==> src/rtl/fetch_pkg.sv <==
// Shared types and default constants for the instruction fetch sequencer.
package fetch_pkg;

  typedef enum logic [1:0] {
    IDLE,
    REQ,
    WAIT,
    HOLD
  } fetch_state_t;

  localparam int          DEFAULT_ADDR_W       = 32;
  localparam logic [31:0] DEFAULT_RESET_VECTOR = 32'h0000_0000;
  localparam int          DEFAULT_PC_STEP      = 4;

endpackage

==> src/rtl/fetch_if.sv <==
// Instruction-memory request/grant/response bus between the fetch sequencer and imem.
interface fetch_if
  import fetch_pkg::*;
#(
  parameter int ADDR_W = DEFAULT_ADDR_W
);

  logic              imem_req;
  logic [ADDR_W-1:0] imem_addr;
  logic              imem_gnt;
  logic              imem_rvalid;
  logic [31:0]       imem_rdata;

  modport master (
    output imem_req,
    output imem_addr,
    input  imem_gnt,
    input  imem_rvalid,
    input  imem_rdata
  );

  modport slave (
    input  imem_req,
    input  imem_addr,
    output imem_gnt,
    output imem_rvalid,
    output imem_rdata
  );

endinterface

==> src/rtl/pc_next_sel.sv <==
// Next-PC priority mux: reset vector, then redirect target, then sequential step, else hold.
module pc_next_sel
  import fetch_pkg::*;
#(
  parameter int                ADDR_W       = DEFAULT_ADDR_W,
  parameter logic [ADDR_W-1:0] RESET_VECTOR = ADDR_W'(DEFAULT_RESET_VECTOR),
  parameter int                PC_STEP      = DEFAULT_PC_STEP
) (
  input  logic [ADDR_W-1:0] cur_pc,
  input  logic [ADDR_W-1:0] redirect_pc,
  input  logic              load_reset,
  input  logic              redirect_taken,
  input  logic              advance,
  output logic [ADDR_W-1:0] next_pc
);

  // The sequential step wraps modulo 2^ADDR_W.
  always_comb begin
    next_pc = cur_pc;
    if (load_reset) begin
      next_pc = RESET_VECTOR;
    end else if (redirect_taken) begin
      next_pc = redirect_pc;
    end else if (advance) begin
      next_pc = cur_pc + ADDR_W'(PC_STEP);
    end
  end

endmodule

==> src/rtl/fetch_sequencer.sv <==
// Instruction fetch sequencer: owns the PC, issues one-outstanding imem requests, feeds decode.
// Optional build macro FETCH_MISALIGN_TRAP_EN rejects misaligned redirects and pulses misalign_err.
module fetch_sequencer
  import fetch_pkg::*;
#(
  parameter int                ADDR_W       = DEFAULT_ADDR_W,
  parameter logic [ADDR_W-1:0] RESET_VECTOR = ADDR_W'(DEFAULT_RESET_VECTOR),
  parameter int                PC_STEP      = DEFAULT_PC_STEP
) (
  input  logic              clk,
  input  logic              rst,
  input  logic              redirect_valid,
  input  logic [ADDR_W-1:0] redirect_pc,
  input  logic              stall,
  fetch_if.master           imem,
  output logic              instr_valid,
  output logic [31:0]       instr,
  output logic [ADDR_W-1:0] instr_pc,
  output logic [ADDR_W-1:0] pc_result,
  output logic              misalign_err
);

  fetch_state_t      state;
  logic [ADDR_W-1:0] pc;
  logic [ADDR_W-1:0] next_pc;
  logic              kill;
  logic              redirect_ok;
  logic              redirect_taken;
  logic              load_reset;
  logic              advance;

`ifdef FETCH_MISALIGN_TRAP_EN
  logic misaligned;
  assign misaligned  = redirect_pc[1:0] != 2'b00;
  assign redirect_ok = redirect_valid && !misaligned;

  always_ff @(posedge clk or negedge rst) begin
    if (!rst) begin
      misalign_err <= 1'b0;
    end else begin
      misalign_err <= redirect_valid && misaligned && (state != IDLE);
    end
  end
`else
  assign redirect_ok  = redirect_valid;
  assign misalign_err = 1'b0;
`endif

  assign redirect_taken = redirect_ok && (state != IDLE);
  assign load_reset     = state == IDLE;
  assign advance        = (state == WAIT) && imem.imem_rvalid && !kill && !redirect_taken;

  assign imem.imem_addr = pc;
  assign pc_result      = pc;

  pc_next_sel #(
    .ADDR_W      (ADDR_W),
    .RESET_VECTOR(RESET_VECTOR),
    .PC_STEP     (PC_STEP)
  ) u_pc_next_sel (
    .cur_pc        (pc),
    .redirect_pc   (redirect_pc),
    .load_reset    (load_reset),
    .redirect_taken(redirect_taken),
    .advance       (advance),
    .next_pc       (next_pc)
  );

  // A redirect that lands while a response is in flight sets kill so that response is dropped.
  always_ff @(posedge clk or negedge rst) begin
    if (!rst) begin
      state          <= IDLE;
      pc             <= RESET_VECTOR;
      imem.imem_req  <= 1'b0;
      kill           <= 1'b0;
      instr_valid    <= 1'b0;
      instr          <= '0;
      instr_pc       <= '0;
    end else begin
      pc          <= next_pc;
      instr_valid <= 1'b0;
      unique case (state)
        IDLE: begin
          state         <= REQ;
          imem.imem_req <= 1'b1;
        end
        REQ: begin
          if (imem.imem_gnt) begin
            state         <= WAIT;
            imem.imem_req <= 1'b0;
            kill          <= redirect_taken;
          end
        end
        WAIT: begin
          if (imem.imem_rvalid) begin
            kill <= 1'b0;
            if (redirect_taken || kill) begin
              state         <= REQ;
              imem.imem_req <= 1'b1;
            end else begin
              instr       <= imem.imem_rdata;
              instr_pc    <= pc;
              instr_valid <= 1'b1;
              if (stall) begin
                state <= HOLD;
              end else begin
                state         <= REQ;
                imem.imem_req <= 1'b1;
              end
            end
          end else if (redirect_taken) begin
            kill <= 1'b1;
          end
        end
        HOLD: begin
          if (redirect_taken || !stall) begin
            state         <= REQ;
            imem.imem_req <= 1'b1;
          end else begin
            instr_valid <= 1'b1;
          end
        end
        default: begin
          state <= IDLE;
        end
      endcase
    end
  end

endmodule

==> src/flat_wrapper.sv <==
// flat-port wrapper written by rule: the top's interface ports become plain ports
module fetch_sequencer_flat import fetch_pkg::*;
#(
  parameter int                ADDR_W       = DEFAULT_ADDR_W,
  parameter logic [ADDR_W-1:0] RESET_VECTOR = ADDR_W'(DEFAULT_RESET_VECTOR),
  parameter int                PC_STEP      = DEFAULT_PC_STEP
)
  (clk, rst, redirect_valid, redirect_pc, stall, instr_valid, instr, instr_pc, pc_result, misalign_err, imem_imem_req, imem_imem_addr, imem_imem_gnt, imem_imem_rvalid, imem_imem_rdata);
  fetch_if #(.ADDR_W(ADDR_W)) imem_i ();
  input  logic clk;
  input  logic rst;
  input  logic redirect_valid;
  input  logic [ADDR_W-1:0] redirect_pc;
  input  logic stall;
  output logic instr_valid;
  output logic [31:0] instr;
  output logic [ADDR_W-1:0] instr_pc;
  output logic [ADDR_W-1:0] pc_result;
  output logic misalign_err;
  output wire logic [$bits(imem_i.imem_req)-1:0] imem_imem_req;
  output wire logic [$bits(imem_i.imem_addr)-1:0] imem_imem_addr;
  input wire logic [$bits(imem_i.imem_gnt)-1:0] imem_imem_gnt;
  input wire logic [$bits(imem_i.imem_rvalid)-1:0] imem_imem_rvalid;
  input wire logic [$bits(imem_i.imem_rdata)-1:0] imem_imem_rdata;
  assign imem_imem_req = imem_i.imem_req;
  assign imem_imem_addr = imem_i.imem_addr;
  assign imem_i.imem_gnt = imem_imem_gnt;
  assign imem_i.imem_rvalid = imem_imem_rvalid;
  assign imem_i.imem_rdata = imem_imem_rdata;
  fetch_sequencer #(.ADDR_W(ADDR_W), .RESET_VECTOR(RESET_VECTOR), .PC_STEP(PC_STEP)) u_core (.clk(clk), .rst(rst), .redirect_valid(redirect_valid), .redirect_pc(redirect_pc), .stall(stall), .imem(imem_i), .instr_valid(instr_valid), .instr(instr), .instr_pc(instr_pc), .pc_result(pc_result), .misalign_err(misalign_err));
endmodule
==> config.mk <==
export PLATFORM = sky130hd
export DESIGN_NAME = fetch_sequencer_flat
export DESIGN_NICKNAME = d
export VERILOG_FILES = /design/src/rtl/fetch_pkg.sv /design/src/rtl/fetch_if.sv /design/src/rtl/pc_next_sel.sv /design/src/rtl/fetch_sequencer.sv /design/src/flat_wrapper.sv
export SDC_FILE = /design/constraint.sdc
export NUM_CORES = 1
export LEC_CHECK = 0
export BUFFER_PORTS_ARGS = -buffer_cell sky130_fd_sc_hd__buf_2
export CAP_MARGIN = 20
export CORE_UTILIZATION = 53
export DETAILED_ROUTE_END_ITERATION = 10
export PLACE_DENSITY = 0.95
export SETUP_SLACK_MARGIN = 0.02
export SYNTH_ARGS = -nofsm -noshare
export SYNTH_HDL_FRONTEND = slang
export SYNTH_HIERARCHICAL = 1
export SYNTH_SLANG_ARGS = --single-unit
==> constraint.sdc <==
create_clock -name clk -period 6.92 [get_ports clk]
set_input_delay 1.038 -clock clk [delete_from_list [all_inputs] [get_ports clk]]
set_output_delay 1.038 -clock clk [all_outputs]
set_load 0.05 [all_outputs]
==> out/metrics.csv, run 1 <==
stage,metric,value,unit
worst_setup_path,CP Class,primary input to register,
sta,Final min period,3.38,ns
die,Die Span Y,99.0,um
worst_setup_path,crit path max fanout,38,
route,Starting DRT DRC Count,254,
yosys,Yosys top cell by area,dfrtp_1,
route,DR WL/cell,17.2,um
route,Final ANT Viol Nets,0,
die,Row Count,35,
clock_tree,"Reg clk slew, reported paths",0.11,ns
cells_and_area,share of cells above drive strength 1,0.426,
sta,Pins Over Slew Limit,0,
clock_tree,root buffer cell,clkbuf_8,
worst_setup_path,sequence of cells on the critical path,buf_2 > nor2b_2 > buf_4 > nor3_4 > buf_4 > and4_1 > nand4_1 > or4_1 > a311oi_1,
clock_tree,CTS buffer count,9,
flow_run,Max-cap violations,0,
sta,RSZ-0062 raised after global routing,no,
global_routing,first-pass GRT wire length,19.1,mm
sta,fin crit share,0.489,
yosys,Synth Area in Simple Gates,0.132,
global_routing,largest net degree at the start of global routing,62,
sta,Peak Freq,296,MHz
yosys,"Seq/Total Area, Yosys",0.507,
route,First-pass DRT Iterations,5,
yosys,Post-synth top flop,dfrtp_1,
sta,Worst Clk Skew,0.0166,ns
yosys,Synthesized Nets,508,
sta,post-route setup TNS,0,ns
yosys,Post-Syn Area,4990,sq um
clock_tree,Clock Latency Late Sink,0.37,ns
cells_and_area,Finished Layout Cells,710,
die,I/O pin cnt,201,
route,final WL,12.2,mm
worst_setup_path,CP dominant cell by count,buf_4,
yosys,Mean Syn Cell Area,11.5,sq um
worst_setup_path,Critical-path top delay cell,or4_1,
cells_and_area,P&R area growth vs syn,19.1,%
yosys,largest family of logic cells by synthesized area,multiplexers,
global_routing,antenna violations before repair,1,
clock_tree,Sink Count,101,
yosys,library cells used by synthesis,54,
yosys,Post-synth EDFFs,0,
yosys,synth cell count leaders,"101 x dfrtp_1, 40 x mux2_1, 35 x buf_4",
yosys,adder-cell share of the synthesized area,0.0125,
yosys,Ys Warns,6,
sta,Hold Slack,0.490,ns
die,Core ar.,9200,sq um
yosys,#FFs+latches synth,101,
global_routing,grt ovf,0,
yosys,Synth Instances,433,
min_path,Min-Delay Path Class,register to register,
route,Remaining DRCs,0,
yosys,Synth Area in XOR/XNOR,0.0193,
die,initial core utilization,0.542,
outcome,outcome,"complete, no violations",
clock_tree,post_cts resized,0,
worst_setup_path,CP Data Required Time,7.20,ns
die,Die ar.,9800,sq um
sta,Slew headroom,0.480,
clock_tree,CTS tree,yes,
clock_tree,CTS Buffer Depth,2,
clock_tree,Post-CTS Hold Buffers,0,
clock_tree,post-CTS setup buffer count,0,
yosys,complex-gate fraction of the synthesized area,0.0858,
sta,Worst-Margin Slew,0.780,ns
yosys,asr flop ratio synth,1.00,
yosys,Yosys top cell area share,0.507,
yosys,multiplexer area fraction after synthesis,0.151,
placed_design,dpl hpwl,8.63,mm
placed_design,Placed Cells incl. Taps,692,
worst_setup_path,max incr delay on CP,0.49,ns
placed_design,RD Place Congestion,0.826,
cells_and_area,nets,668,
die,die width,99.0,um
worst_setup_path,Worst Path Arrival,3.66,ns
placed_design,port buffer count,199,
global_routing,vias in the first global route,3944,
sta,# setup viols final,0,
yosys,top-count cell post-synth,dfrtp_1,
sta,Final Hold Viols,0,
yosys,"top cells by area, synth","dfrtp_1 51%, mux2_1 9.0%, mux2_2 5.4%",
worst_setup_path,element type at the critical path start,primary input,
worst_setup_path,Crit. End Element,register,
route,Vias per Instance,5.71,
global_routing,GRT Util Overall,0.250,
route,Via Count,4052,
clock_tree,CTS H-tree lvls,3,
==> cells by family (layout without fill, tap and decap cells) <==
family,Yosys count,count (layout)
muxes,67,67
and+or+nand+nor,123,123
other,1,2
adders and majority gates,5,5
DFF,101,101
buffers and inverters,67,232
xor gates and xnor gates,11,11
AOI/OAI and AO/OA,58,58
==> sequential cells by signal, indices dropped and copies added, names as in the netlist <==
name / flops
u_core/imem.imem_req: 1
u_core/instr_pc: 32
u_core/imem.imem_addr: 32
u_core/state: 2
u_core/instr: 32
u_core/instr_valid: 1
u_core/kill: 1
==> placed cells by master, fill, tap and decap left out, types with 5 or more instances in the layout <==
| cell | Yosys | layout |
|---|---|---|
| a211oi_1 | 10 | 10 |
| a21oi_1 | 8 | 8 |
| a311oi_1 | 9 | 9 |
| and4_1 | 5 | 5 |
| buf_2 | 4 | 199 |
| buf_4 | 35 | 7 |
| clkbuf_8 | 0 | 10 |
| dfrtp_1 | 101 | 101 |
| ha_1 | 5 | 5 |
| inv_1 | 10 | 10 |
| mux2_1 | 40 | 40 |
| mux2_2 | 24 | 24 |
| nand2_1 | 21 | 21 |
| nand3_1 | 13 | 13 |
| nand4_1 | 11 | 11 |
| nor2_1 | 31 | 31 |
| nor3_1 | 7 | 7 |
| nor4_1 | 6 | 6 |
| o21ai_0 | 9 | 9 |
| o31ai_1 | 5 | 5 |
| or4_1 | 6 | 6 |
| xnor2_1 | 6 | 6 |
| xor2_1 | 5 | 5 |
==> layout make-up <==
class / instances / area [sq um]
antenna: 1 / 2.50
clock inverter: 5 / 41.3
timing repair buffer: 206 / 1050
multi-input combinational: 265 / 2000
inverter: 10 / 37.5
clock buffer: 11 / 141
tap: 111 / 139
sequential: 101 / 2530
fill: 722 / 3260
==> worst max-delay path: cells and delay by family <==
kind | cells | cell delay [ns]
simple gates | 5 | 1.52
buf+inv | 3 | 0.80
compound gates | 1 | 0.27
==> routing by layer <==
metal / share of wire / global-route usage / vias up / routed length (um)
li1: - / - / 1863 / -
met1: 0.41 / 0.309 / 1953 / 4970
met2: 0.51 / 0.437 / 220 / 6200
met3: 0.074 / 0.0454 / 16 / 906
met4: 0.012 / 0.0918 / 0 / 144
met5: 0 / 0 / - / 0
==> through the flow <==
stage	setup slack, ns	utilization	area [sq um]
floorplan	3.67	-	4990
detailed placement	3.19	0.625	5750
CTS	3.58	0.645	5930
global placement	3.27	0.625	5750
finish	3.54	0.646	5940
global route	3.29	0.646	5940
==> final timing paths <==
check                                                     start                             endpoint  slack (ns)  cells past startpoint
worst max-delay path                             redirect_valid  u_core/imem.imem_addr[26]$_DFF_PN0_        3.54                      9
worst min-delay path            u_core/instr_pc[28]$_DFFE_PN0P_      u_core/instr_pc[28]$_DFFE_PN0P_        0.49                      1
worst max register to register      u_core/state[1]$_DFFE_PN0P_  u_core/imem.imem_addr[26]$_DFF_PN0_        3.69                     10
worst min register to register  u_core/instr_pc[28]$_DFFE_PN0P_      u_core/instr_pc[28]$_DFFE_PN0P_        0.49                      1
max in group asynchronous                                   rst  u_core/imem.imem_addr[15]$_DFF_PN0_        5.11                      2
min in group asynchronous                                   rst      u_core/instr_pc[27]$_DFFE_PN0P_        0.62                      1
Power of run 1 is left out: the tool's default activity adds up to more than one toggle a clock period on the data nets, which glitch-free logic cannot reach.
==> run 2: changes to the inputs <==
CORE_UTILIZATION = 49   (was 53)
PLACE_DENSITY = 0.9   (was 0.95)
clock period = 3.38 ns   (was 6.92 ns; I/O delays follow)
==> run 2 against run 1 <==
Effect of this change:
- core utilization is 3.8 points lower
- cell area is 0.55% higher
- first-iteration DRC count is 26% lower
- register-to-register slack worse by 3.1 ns
- non-clock buffer count stayed put
- count of clock-buffer cells in the layout is 1 higher
- wire length is 0.75% lower
==> out/metrics.csv, run 2 (synthesis gave the netlist of run 1 again) <==
stage,metric,value,unit,change
cells_and_area,cell area after layout,5970,sq um,+0.55%
die,initial core utilization,0.508,,-0.0344
die,Row Count,36,,+2.9%
sta,RSZ-0062 raised after global routing,no,,
clock_tree,"Reg clk slew, reported paths",0.10,ns,about the same
cells_and_area,final core occ,0.608,,-0.0377
clock_tree,CTS H-tree lvls,3,,unchanged
sta,fin crit share,0.829,,
global_routing,vias in the first global route,3699,,-6.2%
clock_tree,CTS tree,yes,,
sta,Pins Over Slew Limit,0,,unchanged
worst_setup_path,Worst R2R Start,u_core/state[0]$_DFFE_PN0P_,,
cells_and_area,fillers,832,,+15%
worst_setup_path,Worst Path Arrival,3.06,ns,-0.60 ns
sta,Peak Freq,357,MHz,
route,final WL,12.1,mm,-0.75%
worst_setup_path,reg2reg setup slack,0.58,ns,-3.11 ns
cells_and_area,most frequent cells in the layout,"198 x buf_2, 101 x dfrtp_1, 40 x mux2_1, 31 x nor2_1, 24 x mux2_2",,
placed_design,port buffer count,199,,unchanged
cells_and_area,P&R area growth vs syn,19.7,%,
route,DR WL/cell,16.6,um,-3.6%
global_routing,antenna violations before repair,0,,-1
sta,Worst-Margin Slew,0.845,ns,+0.0653 ns
sta,post-route setup TNS,0,ns,unchanged
clock_tree,root buffer cell,clkbuf_8,,
route,Vias per Instance,5.57,,-2.3%
die,Die Span Y,103,um,+3.9%
global_routing,grt ovf,0,,unchanged
min_path,Min-Delay Path Class,primary input to asynchronous set/reset pin,,
cells_and_area,nets,668,,unchanged
worst_setup_path,CP Data Required Time,3.64,ns,-3.56 ns
worst_setup_path,Crit. End Element,register,,
worst_setup_path,launch point of the critical path,u_core/state[0]$_DFFE_PN0P_,,
global_routing,GRT Util Overall,0.227,,-0.0231
worst_setup_path,CP Class,register to register,,
clock_tree,post_cts resized,0,,unchanged
worst_setup_path,capture point of the worst path,u_core/imem.imem_addr[17]$_DFF_PN0_,,
route,Via Count,4075,,+0.57%
global_routing,largest net degree at the start of global routing,68,,+9.7%
clock_tree,Post-CTS Hold Buffers,0,,unchanged
placed_design,DP Area,5780,sq um,+0.61%
worst_setup_path,crit path max fanout,12,,-68%
sta,Final Hold Viols,0,,unchanged
clock_tree,CTS buffer count,9,,unchanged
die,Die ar.,10600,sq um,+8.0%
clock_tree,CTS Buffer Depth,2,,unchanged
route,Starting DRT DRC Count,187,,-26%
sta,Final min period,2.80,ns,
die,Core ar.,9820,sq um,+6.8%
worst_setup_path,worst reg2reg endpoint,u_core/imem.imem_addr[17]$_DFF_PN0_,,
die,I/O pin cnt,201,,unchanged
sta,# setup viols final,0,,unchanged
cells_and_area,share of cells above drive strength 1,0.426,,unchanged
route,Remaining DRCs,0,,unchanged
cells_and_area,Ant. Diodes,0,,-1
route,Final ANT Viol Nets,0,,unchanged
global_routing,first-pass GRT wire length,18.4,mm,-3.6%
placed_design,dpl hpwl,8.59,mm,-0.44%
cells_and_area,"commonest non-fill, non-tap cell in the layout",buf_2,,
sta,Worst Clk Skew,0.0167,ns,+0.0000712 ns
die,die width,103,um,+3.9%
clock_tree,post-CTS setup buffer count,0,,unchanged
clock_tree,Sink Count,101,,unchanged
worst_setup_path,element type at the critical path start,register,,
placed_design,RD Place Congestion,0.850,,+2.9%
clock_tree,Clock Latency Late Sink,0.36,ns,about the same
route,First-pass DRT Iterations,5,,unchanged
worst_setup_path,reg2reg path depth,8,,-2
sta,Slew headroom,0.436,,-0.0435
outcome,outcome,"complete, no violations",,
flow_run,Max-cap violations,0,,unchanged
## run 2: cell types whose count changed in the layout (fill, tap and decap cells not counted), sizes merged
cell | before | now
inv | 13 | 10
clkinv | 0 | 2
clkbuf | 11 | 12
diode | 1 | 0
## run 2: cell type report
type / count / area (sq um) / area share
clock inverters: 4 / 32.5 / 0.00545
well taps: 133 / 166 / 0.0279
flip-flops and latches: 101 / 2530 / 0.423
inverters: 10 / 37.5 / 0.00629
repair buffers: 206 / 1050 / 0.176
clock buffers: 12 / 155 / 0.0260
multi-input cells: 265 / 2000 / 0.335
## run 2: how the worst min path moves through the flow
| stage | startpoint | to | depth (start not counted) |
|---|---|---|---|
| final | rst | u_core/instr_pc[26]$_DFFE_PN0P_ | 1 |
| after floorplan | rst | u_core/imem.imem_addr[0]$_DFF_PN0_ | 0 |
| after CTS | rst | u_core/instr_pc[26]$_DFFE_PN0P_ | 1 |
| after detailed placement | u_core/instr_pc[18]$_DFFE_PN0P_ | u_core/instr_pc[18]$_DFFE_PN0P_ | 1 |
| after global routing | rst | u_core/instr_pc[29]$_DFFE_PN0P_ | 1 |
| after global placement | u_core/instr_pc[29]$_DFFE_PN0P_ | u_core/instr_pc[29]$_DFFE_PN0P_ | 1 |
## run 2: metrics by stage
stage | cells | setup slack, ns | hold slack (ns)
after floorplan | 433 | 0.592 | 0.211
after global placement | 715 | 0.775 | 0.461
after detailed placement | 715 | 0.706 | 0.469
after CTS | 731 | 0.620 | 0.217
after global routing | 731 | 0.400 | 0.234
final | 731 | 0.579 | 0.199
## run 2: worst max-delay path: stages (launching register included)
cell      delay [ns]
dfrtp_1         0.42
inv_1           0.10
ha_1            0.23
nand2_1         0.11
nor3_4          0.23
and4_1          0.33
nand3_1         0.33
or4_2           0.66
a311oi_1        0.29
## run 2: routing by layer
metal / vias up / global-route usage / wire [um]
met1: 1992 / 0.298 / 5080
met3: 22 / 0.0475 / 871
met5: - / 0 / 0
met2: 202 / 0.376 / 6000
li1: 1859 / - / -
met4: 0 / 0.0737 / 170
Power of run 2 is left out for the same reason.
